==> src/rtl/uart_pkg.sv <==
// Shared UART definitions: receiver state encoding, frame width and counter sizing.
package uart_pkg;

    localparam int unsigned UART_DATA_BITS = 8;

    typedef enum logic [2:0] {
        IDLE,
        START,
        DATA,
        STOP,
        BREAK
    } uart_state_e;

    // Bit-period counter width; never narrower than one bit.
    function automatic int unsigned cnt_width(input int unsigned n_cycles);
        return (n_cycles > 2) ? $clog2(n_cycles) : 1;
    endfunction

endpackage

==> src/rtl/sync_2ff.sv <==
// Generic two-flop synchroniser for an asynchronous single-bit input.
module sync_2ff #(
    parameter logic RESET_VAL = 1'b1
) (
    input  logic clk,
    input  logic rst_n,
    input  logic d,
    output logic q
);

    logic meta;

    always_ff @(posedge clk or negedge rst_n) begin
        if (!rst_n) begin
            meta <= RESET_VAL;
            q    <= RESET_VAL;
        end else begin
            meta <= d;
            q    <= meta;
        end
    end

endmodule

==> src/rtl/uart_rx.sv <==
// 8N1 UART receiver with valid/ready output, framing-error and overrun pulses.
// Optional UART_RX_MAJORITY_EN: each bit sample is a 3-sample majority vote.
module uart_rx
    import uart_pkg::*;
#(
    parameter int unsigned N_CYCLES = 16
) (
    input  logic                      clock,
    input  logic                      reset,
    input  logic                      rx,
    output logic [UART_DATA_BITS-1:0] data,
    output logic                      valid,
    input  logic                      ready,
    output logic                      frame_error,
    output logic                      overrun
);

    localparam int unsigned DW = UART_DATA_BITS;
    localparam int unsigned CW = cnt_width(N_CYCLES);
    localparam int unsigned IW = $clog2(DW);
    localparam logic [CW-1:0] HALF_LOAD = CW'((N_CYCLES - 1) / 2);
    localparam logic [CW-1:0] FULL_LOAD = CW'(N_CYCLES - 1);
    localparam logic [IW-1:0] LAST_BIT  = IW'(DW - 1);

    logic          srx;
    uart_state_e   state;
    logic [CW-1:0] cnt;
    logic [IW-1:0] bit_idx;
    logic [DW-1:0] shreg;
    logic          active_c;
    logic          tick_c;
    logic          sample_c;
    logic          byte_done_c;

    sync_2ff #(
        .RESET_VAL (1'b1)
    ) u_sync (
        .clk   (clock),
        .rst_n (reset),
        .d     (rx),
        .q     (srx)
    );

`ifdef UART_RX_MAJORITY_EN
    // Two previous srx values; with the current srx they form the voting window.
    logic [1:0] hist;

    always_ff @(posedge clock or negedge reset) begin
        if (!reset) begin
            hist <= '1;
        end else begin
            hist <= {hist[0], srx};
        end
    end

    assign sample_c = (srx & hist[0]) | (srx & hist[1]) | (hist[0] & hist[1]);
`else
    assign sample_c = srx;
`endif

    assign active_c    = (state == START) || (state == DATA) || (state == STOP);
    assign tick_c      = active_c && (cnt == '0);
    assign byte_done_c = (state == STOP) && tick_c && sample_c;

    always_ff @(posedge clock or negedge reset) begin
        if (!reset) begin
            state       <= IDLE;
            cnt         <= '0;
            bit_idx     <= '0;
            shreg       <= '0;
            data        <= '0;
            valid       <= 1'b0;
            frame_error <= 1'b0;
            overrun     <= 1'b0;
        end else begin
            frame_error <= 1'b0;
            overrun     <= 1'b0;

            if (tick_c) begin
                cnt <= FULL_LOAD;
            end else if (active_c) begin
                cnt <= cnt - CW'(1);
            end

            case (state)
                IDLE: begin
                    // First sample lands mid start bit.
                    if (!srx) begin
                        state <= START;
                        cnt   <= HALF_LOAD;
                    end
                end
                START: begin
                    if (tick_c) begin
                        if (sample_c) begin
                            state <= IDLE;
                        end else begin
                            state   <= DATA;
                            bit_idx <= '0;
                        end
                    end
                end
                DATA: begin
                    if (tick_c) begin
                        shreg   <= {sample_c, shreg[DW-1:1]};
                        bit_idx <= bit_idx + IW'(1);
                        if (bit_idx == LAST_BIT) begin
                            state <= STOP;
                        end
                    end
                end
                STOP: begin
                    // Leave mid stop bit so an immediately following start edge is caught.
                    if (tick_c) begin
                        if (sample_c) begin
                            state <= IDLE;
                        end else begin
                            frame_error <= 1'b1;
                            state       <= BREAK;
                        end
                    end
                end
                BREAK: begin
                    if (srx) begin
                        state <= IDLE;
                    end
                end
                default: begin
                    state <= IDLE;
                end
            endcase

            // Output holding register: a new byte may replace one being consumed this cycle.
            if (byte_done_c) begin
                if (!valid || ready) begin
                    data  <= shreg;
                    valid <= 1'b1;
                end else begin
                    overrun <= 1'b1;
                end
            end else if (valid && ready) begin
                valid <= 1'b0;
            end
        end
    end

endmodule

==> config.mk <==
export PLATFORM = sky130hd
export DESIGN_NAME = uart_rx
export DESIGN_NICKNAME = d
export VERILOG_FILES = /design/src/rtl/uart_pkg.sv /design/src/rtl/sync_2ff.sv /design/src/rtl/uart_rx.sv
export SDC_FILE = /design/constraint.sdc
export NUM_CORES = 1
export LEC_CHECK = 0
export CAP_MARGIN = 30
export CORE_MARGIN = 2
export CORE_UTILIZATION = 49
export CTS_CLUSTER_DIAMETER = 100
export CTS_CLUSTER_SIZE = 24
export DETAILED_ROUTE_END_ITERATION = 7
export PLACE_DENSITY = 0.74
export RECOVER_POWER = 50
export SLEW_MARGIN = 20
export SYNTH_ARGS = -nofsm -noshare
export SYNTH_HDL_FRONTEND = slang
export SYNTH_SLANG_ARGS = --single-unit
==> constraint.sdc <==
create_clock -name clock -period 1.9 [get_ports clock]
set_clock_uncertainty 0.1 [all_clocks]
set_input_delay 0.38 -clock clock [delete_from_list [all_inputs] [get_ports clock]]
set_output_delay 0.38 -clock clock [all_outputs]
set_load 0.1 [all_outputs]
Yosys cells after proc, flatten, opt, wreduce, memory -nomap -nowiden:

Index checks and enable logic that the tools add are counted.

* word-level logic and storage cells: 67
* output and inout bits: 11
* flip-flop bits (word level): 31

* $add $sub $neg: 2
* equal/unequal tests: 13
* multiplexer cells: 25
* reductions and logical operators: 17

Operator list (count)
* 3-bit 2-to-1 mux: 10
* 4-bit 2-to-1 mux: 4
* 3-bit case mux with 5 select lines: 1
* 2-bit != test (second input constant): 5
* 1-bit 2-to-1 mux: 8
* 3-bit by 2-bit == test with 1-bit output (second input constant): 2
* 3-bit == test (second input constant): 2
* 2-bit by 1-bit != test with 1-bit output (second input constant): 3
* 3-bit case mux with 2 select lines: 1
* 2-bit AND reduction: 3
* 6-bit AND reduction: 1
* 1-bit logical AND: 4
* 4-bit zero test: 1
* 4-bit AND reduction: 1
* 2-bit nonzero test: 2
* 4-bit by 1-bit subtractor with 4-bit output (second input constant): 1
* 3-bit by 1-bit adder with 3-bit output (second input constant): 1
* 3-bit by 1-bit == test with 1-bit output (second input constant): 1
* 3-bit zero test: 1
* 1-bit logical OR: 3
* 2-bit 2-to-1 mux: 1
* 1-bit zero test: 1

Longest topological paths before layout:

* depth in word-level cells: 8
* mapped depth: 6
* depth with buffers taken out: 5

Hierarchy:

From an unflattened synthesis, not the netlist that was laid out.

* cell total of the unflattened synthesis: 119
* area total of the unflattened synthesis: 1326.3 µm²

Modules (own cells, without submodules)
* uart_rx: area each 1273.7 µm², cells each 117, instances 1
* sync_2ff: area each 52.6 µm², cells each 2, instances 1

Worst setup path before layout:

OpenSTA, ideal clock, no wires.

* path type: flip-flop to flip-flop
* start: register cnt[0]
* end: register data[0]
* stages on the path, launching flop included: 7
* period minus slack after synthesis: 2.124 ns
* slack: -0.224 ns
* data arrival time: 1.898 ns
* cell sequence: dfrtp_1 > inv_1 > ha_1 > or4b_1 > buf_2 > nor3b_4 > mux2_2

* word-level cells in the longest chain between the ends: 5

Ends and longest elaborated chain
* start, declared: RTL line uart_rx.sv:27 `logic [CW-1:0] cnt;`
* start signal, assigned: RTL line uart_rx.sv:82 `cnt <= cnt - CW'(1);`
* 4-bit zero test: RTL line uart_rx.sv:62 `assign tick_c = active_c && (cnt == '0);`
* 1-bit logical AND: RTL line uart_rx.sv:62
* 1-bit logical AND (2 in a row): RTL line uart_rx.sv:63 `assign byte_done_c = (state == STOP) && tick_c && sample_c;`
* 2-bit AND reduction (no line)
* end signal, assigned: RTL line uart_rx.sv:136 `data <= shreg;`
* end, declared: RTL line uart_rx.sv:11 `output logic [UART_DATA_BITS-1:0] data,`

No other way between the ends.
A chain may end at the register's enable or synchronous reset.

Final worst setup path:

* start: register cnt[1]
* end: register data[3]

The elaborated chain is that of the path after synthesis.

==> impl_metrics.csv <==
group,metric,value,unit
routing,drt_iter0_markers,23,
routing,detail-route-antenna-nets,0,
grt,global_route_usage_over_all_layers,20.46,%
synth,synth.top_cells.by_area,"dfrtp_1 53%, mux2_2 14%, dfstp_2 3.8%",
setup_path,r2r_cells,6,
place,hpwl,1882,microns
synth,post_synth_instance_area,1376,sq um
setup_path,path_max_fanout,8,
timing,max_freq,493.5,MHz
die,row_count,19,
place,gpl.final_weighted_congestion,0.8296,
grt,antenna_violations_before_repair,0,
clock_network,htreeDepth,2,
synth,postSynthRegisterBits,31,
place,placement.io_buffers,14,
routing,routed_via_density,5.539,
synth,synthesized_instance_count,107,
timing,setup-violations-final,12,
synth,synth_top_area_cell,"dfrtp_1",
clock_network,clock_sinks,31,
grt,grt_start_max_net_pins,32,
clock_network,tritoncts,"done",
final_layout,final.fill_count,167,
synth,synth_most_common_cell,"dfrtp_1",
clock_network,clk_pin_slew_worst_paths,100,ps
die,core,2710,sq um
routing,average_wire_per_standard_cell,17.15,microns
worst_hold_path,min_delay_path_depth,0,
die,num_io_pins,15,
routing,drc_errors,0,
final_layout,layout-drive-gt1-share,47.62,%
grt,global_route_wire_length_before_repair,4843,microns
clock_network,worst_skew_pair.late_latency,330,ps
setup_path,timing.reg2reg.setup_slack,-130,ps
setup_path,critPathMaxStageDelay,490,ps
routing,routed-via-count,986,
worst_hold_path,hold_path_startpoint,"u_sync.meta",
place,place_ws,-277.9,ps
final_layout,synthToLayoutAreaGrowth,43.27,%
setup_path,timing.rr.end,"data[3]",
setup_path,startpoint_type,"register",
synth,synth_async_sr_flop_share,100.0,%
timing,setup-tns-final,-1190,ps
synth,edff_count_synth,0,
timing,timing.final.crit_period,2026,ps
synth,synth.cells.most_frequent,"29 x dfrtp_1, 17 x mux2_2, 6 x a21oi_1, 6 x inv_1, 6 x nor2_1",
final_layout,num_antenna_cells,0,
synth,synth_top_area_share,52.73,%
synth,postSynthAreaPerCell,12.86,sq um
synth,synth_seq_area_share,56.55,%
setup_path,timing.critical_path.cells,"inv_2 > ha_4 > or4b_4 > nor3b_4 > buf_12 > mux2_4",
timing,final-max-slew-violation-count,0,
pwr,totalPowerFinal,0.002135,W
pwr,pwr_density_cell,1082,nW/um^2
grt,overflow,0,
timing,period_share,106.7,%
worst_hold_path,hold_path_end,"u_sync.q",
synth,yosys_warnings,0,
routing,firstDrtPassIters,4,
synth,synth_flop_cell,"dfrtp_1",
synth,synth.net_count,115,
timing,rsz_0062_raised_after_global_routing,"true",
run_status,failed_checks,"setup timing",
setup_path,critical_path.reg2reg.startpoint,"cnt[1]",
setup_path,end_kind,"register",
setup_path,critPathArrivalTime,2150,ps
clock_network,cts-root-buf,"clkbuf_4",
grt,vias_in_the_first_global_route,1004,
clock_network,cts_max_path_buffers,2,
worst_hold_path,min_path_type,"register to register",
die,fp.dieArea,3249,sq um
timing,hold_viol_final,0,
die,chipHeight,57,microns
setup_path,worst-setup-path-type,"register to register",
timing,final_critical_path_setup_slack,-126.5,ps
pwr,p_leak,0.9199,nW
flow_run,drv_cap,0,
final_layout,final_core_utilization,72.76,%
clock_network,cts_made_buffers,5,
setup_path,critical_path_required,2030,ps
synth,netlist-cell-type-count,32,
timing,worst_pin_slew,735.5,ps
die,initial_core_util,50.78,%
final_layout,nets,154,
die,chipWidth,57,microns
setup_path,cpMaxStageDelayCell,"or4b_4",
timing,relSlewSlack,50.97,%
run_status,status,"finished with violations",
routing,routed_wirelength,3053,microns
pwr,ir_worst_vdd,0.0008708,V
## logic make-up (layout without fill, tap and decap cells)
family / after synthesis / count (layout) / share of synthesized area [%]
simple gates: 25 / 25 / 12.73
flops: 31 / 31 / 56.55
compound gates: 17 / 17 / 8.092
buf+inv: 11 / 51 / 3.636
fa+ha+maj: 4 / 4 / 3.637
mux: 19 / 19 / 15.36
## layout by cell type, fill, tap and decap left out, drive strengths merged, types with 3 or more instances in the layout
| cell type | synthesis | layout |
|---|---|---|
| mux2 | 17 | 17 |
| clkbuf | 3 | 7 |
| inv | 6 | 6 |
| o21ai | 4 | 4 |
| a21oi | 6 | 6 |
| buf | 2 | 33 |
| nor2 | 6 | 6 |
| a221oi | 3 | 3 |
| ha | 4 | 4 |
| nor3b | 3 | 3 |
| dfrtp | 29 | 29 |
## layout make-up
cell class	count	area (sq um)	area share, %
Sequential cell	31	778.2	39.47
Multi-Input combinational cell	65	613.1	31.09
Timing Repair Buffer	37	432.9	21.95
Clock buffer	6	51.30	2.602
Tap cell	31	38.79	1.967
Clock inverter	2	35.03	1.777
Inverter	6	22.52	1.142
## worst max-delay path: cells and delay by family, from the launching register on
kind | cells | cell delay (ps)
adders and majority gates | 1 | 130
muxes | 1 | 310
buffers and inverters | 2 | 260
DFF | 1 | 400
and+or+nand+nor | 2 | 720
## worst max path at each step
stage,startpoint,to,slack [ps]
after detailed placement,cnt[1],data[1],-280
final,cnt[1],data[3],-130
after global routing,cnt[1],data[1],-170
after CTS,cnt[0],data[5],-140
after global placement,cnt[0],data[5],-200
after floorplan,cnt[0],data[0],-210
## power breakdown
| group | switching [W] | total [W] | leakage [nW] | internal (W) |
|---|---|---|---|---|
| clock | 0.000229 | 0.000540 | 0.0482 | 0.000311 |
| sequential | 0.0000989 | 0.000842 | 0.410 | 0.000743 |
| combinational | 0.000353 | 0.000753 | 0.462 | 0.000400 |
| total | 0.000681 | 0.00213 | 0.920 | 0.00145 |
## through the flow
step / area (sq um) / hold slack, ps / instances
after floorplan: 1376 / -15.59 / 107
after global placement: 1763 / 246.7 / 162
after detailed placement: 1763 / 249.0 / 162
after CTS: 1926 / 263.4 / 174
after global routing: 1972 / 265.1 / 178
final: 1972 / 264.8 / 178
## state kept, by name, summed over array words and instances (netlist names), 3 cells and up
register  flops
data          8
bit_idx       3
state         3
cnt           4
shreg         8
## timing repair
action | in CTS | in global routing
setup buffers | 4 | 4
gates resized for setup | 14 | 3
setup endpoints to repair | 19 | 19
hold buffers | 0 | 0
pin swaps | 2 | 3
gates cloned | 0 | 0
## per-layer routing
layer  track usage, %  wire (microns)  vias up
met5                0               0        -
met4            10.30              80        0
met3            6.349              95        7
met2            34.65            1638       21
met1            23.40            1238      494
li1                 -               -      464
(Power assumes the default switching activity.)
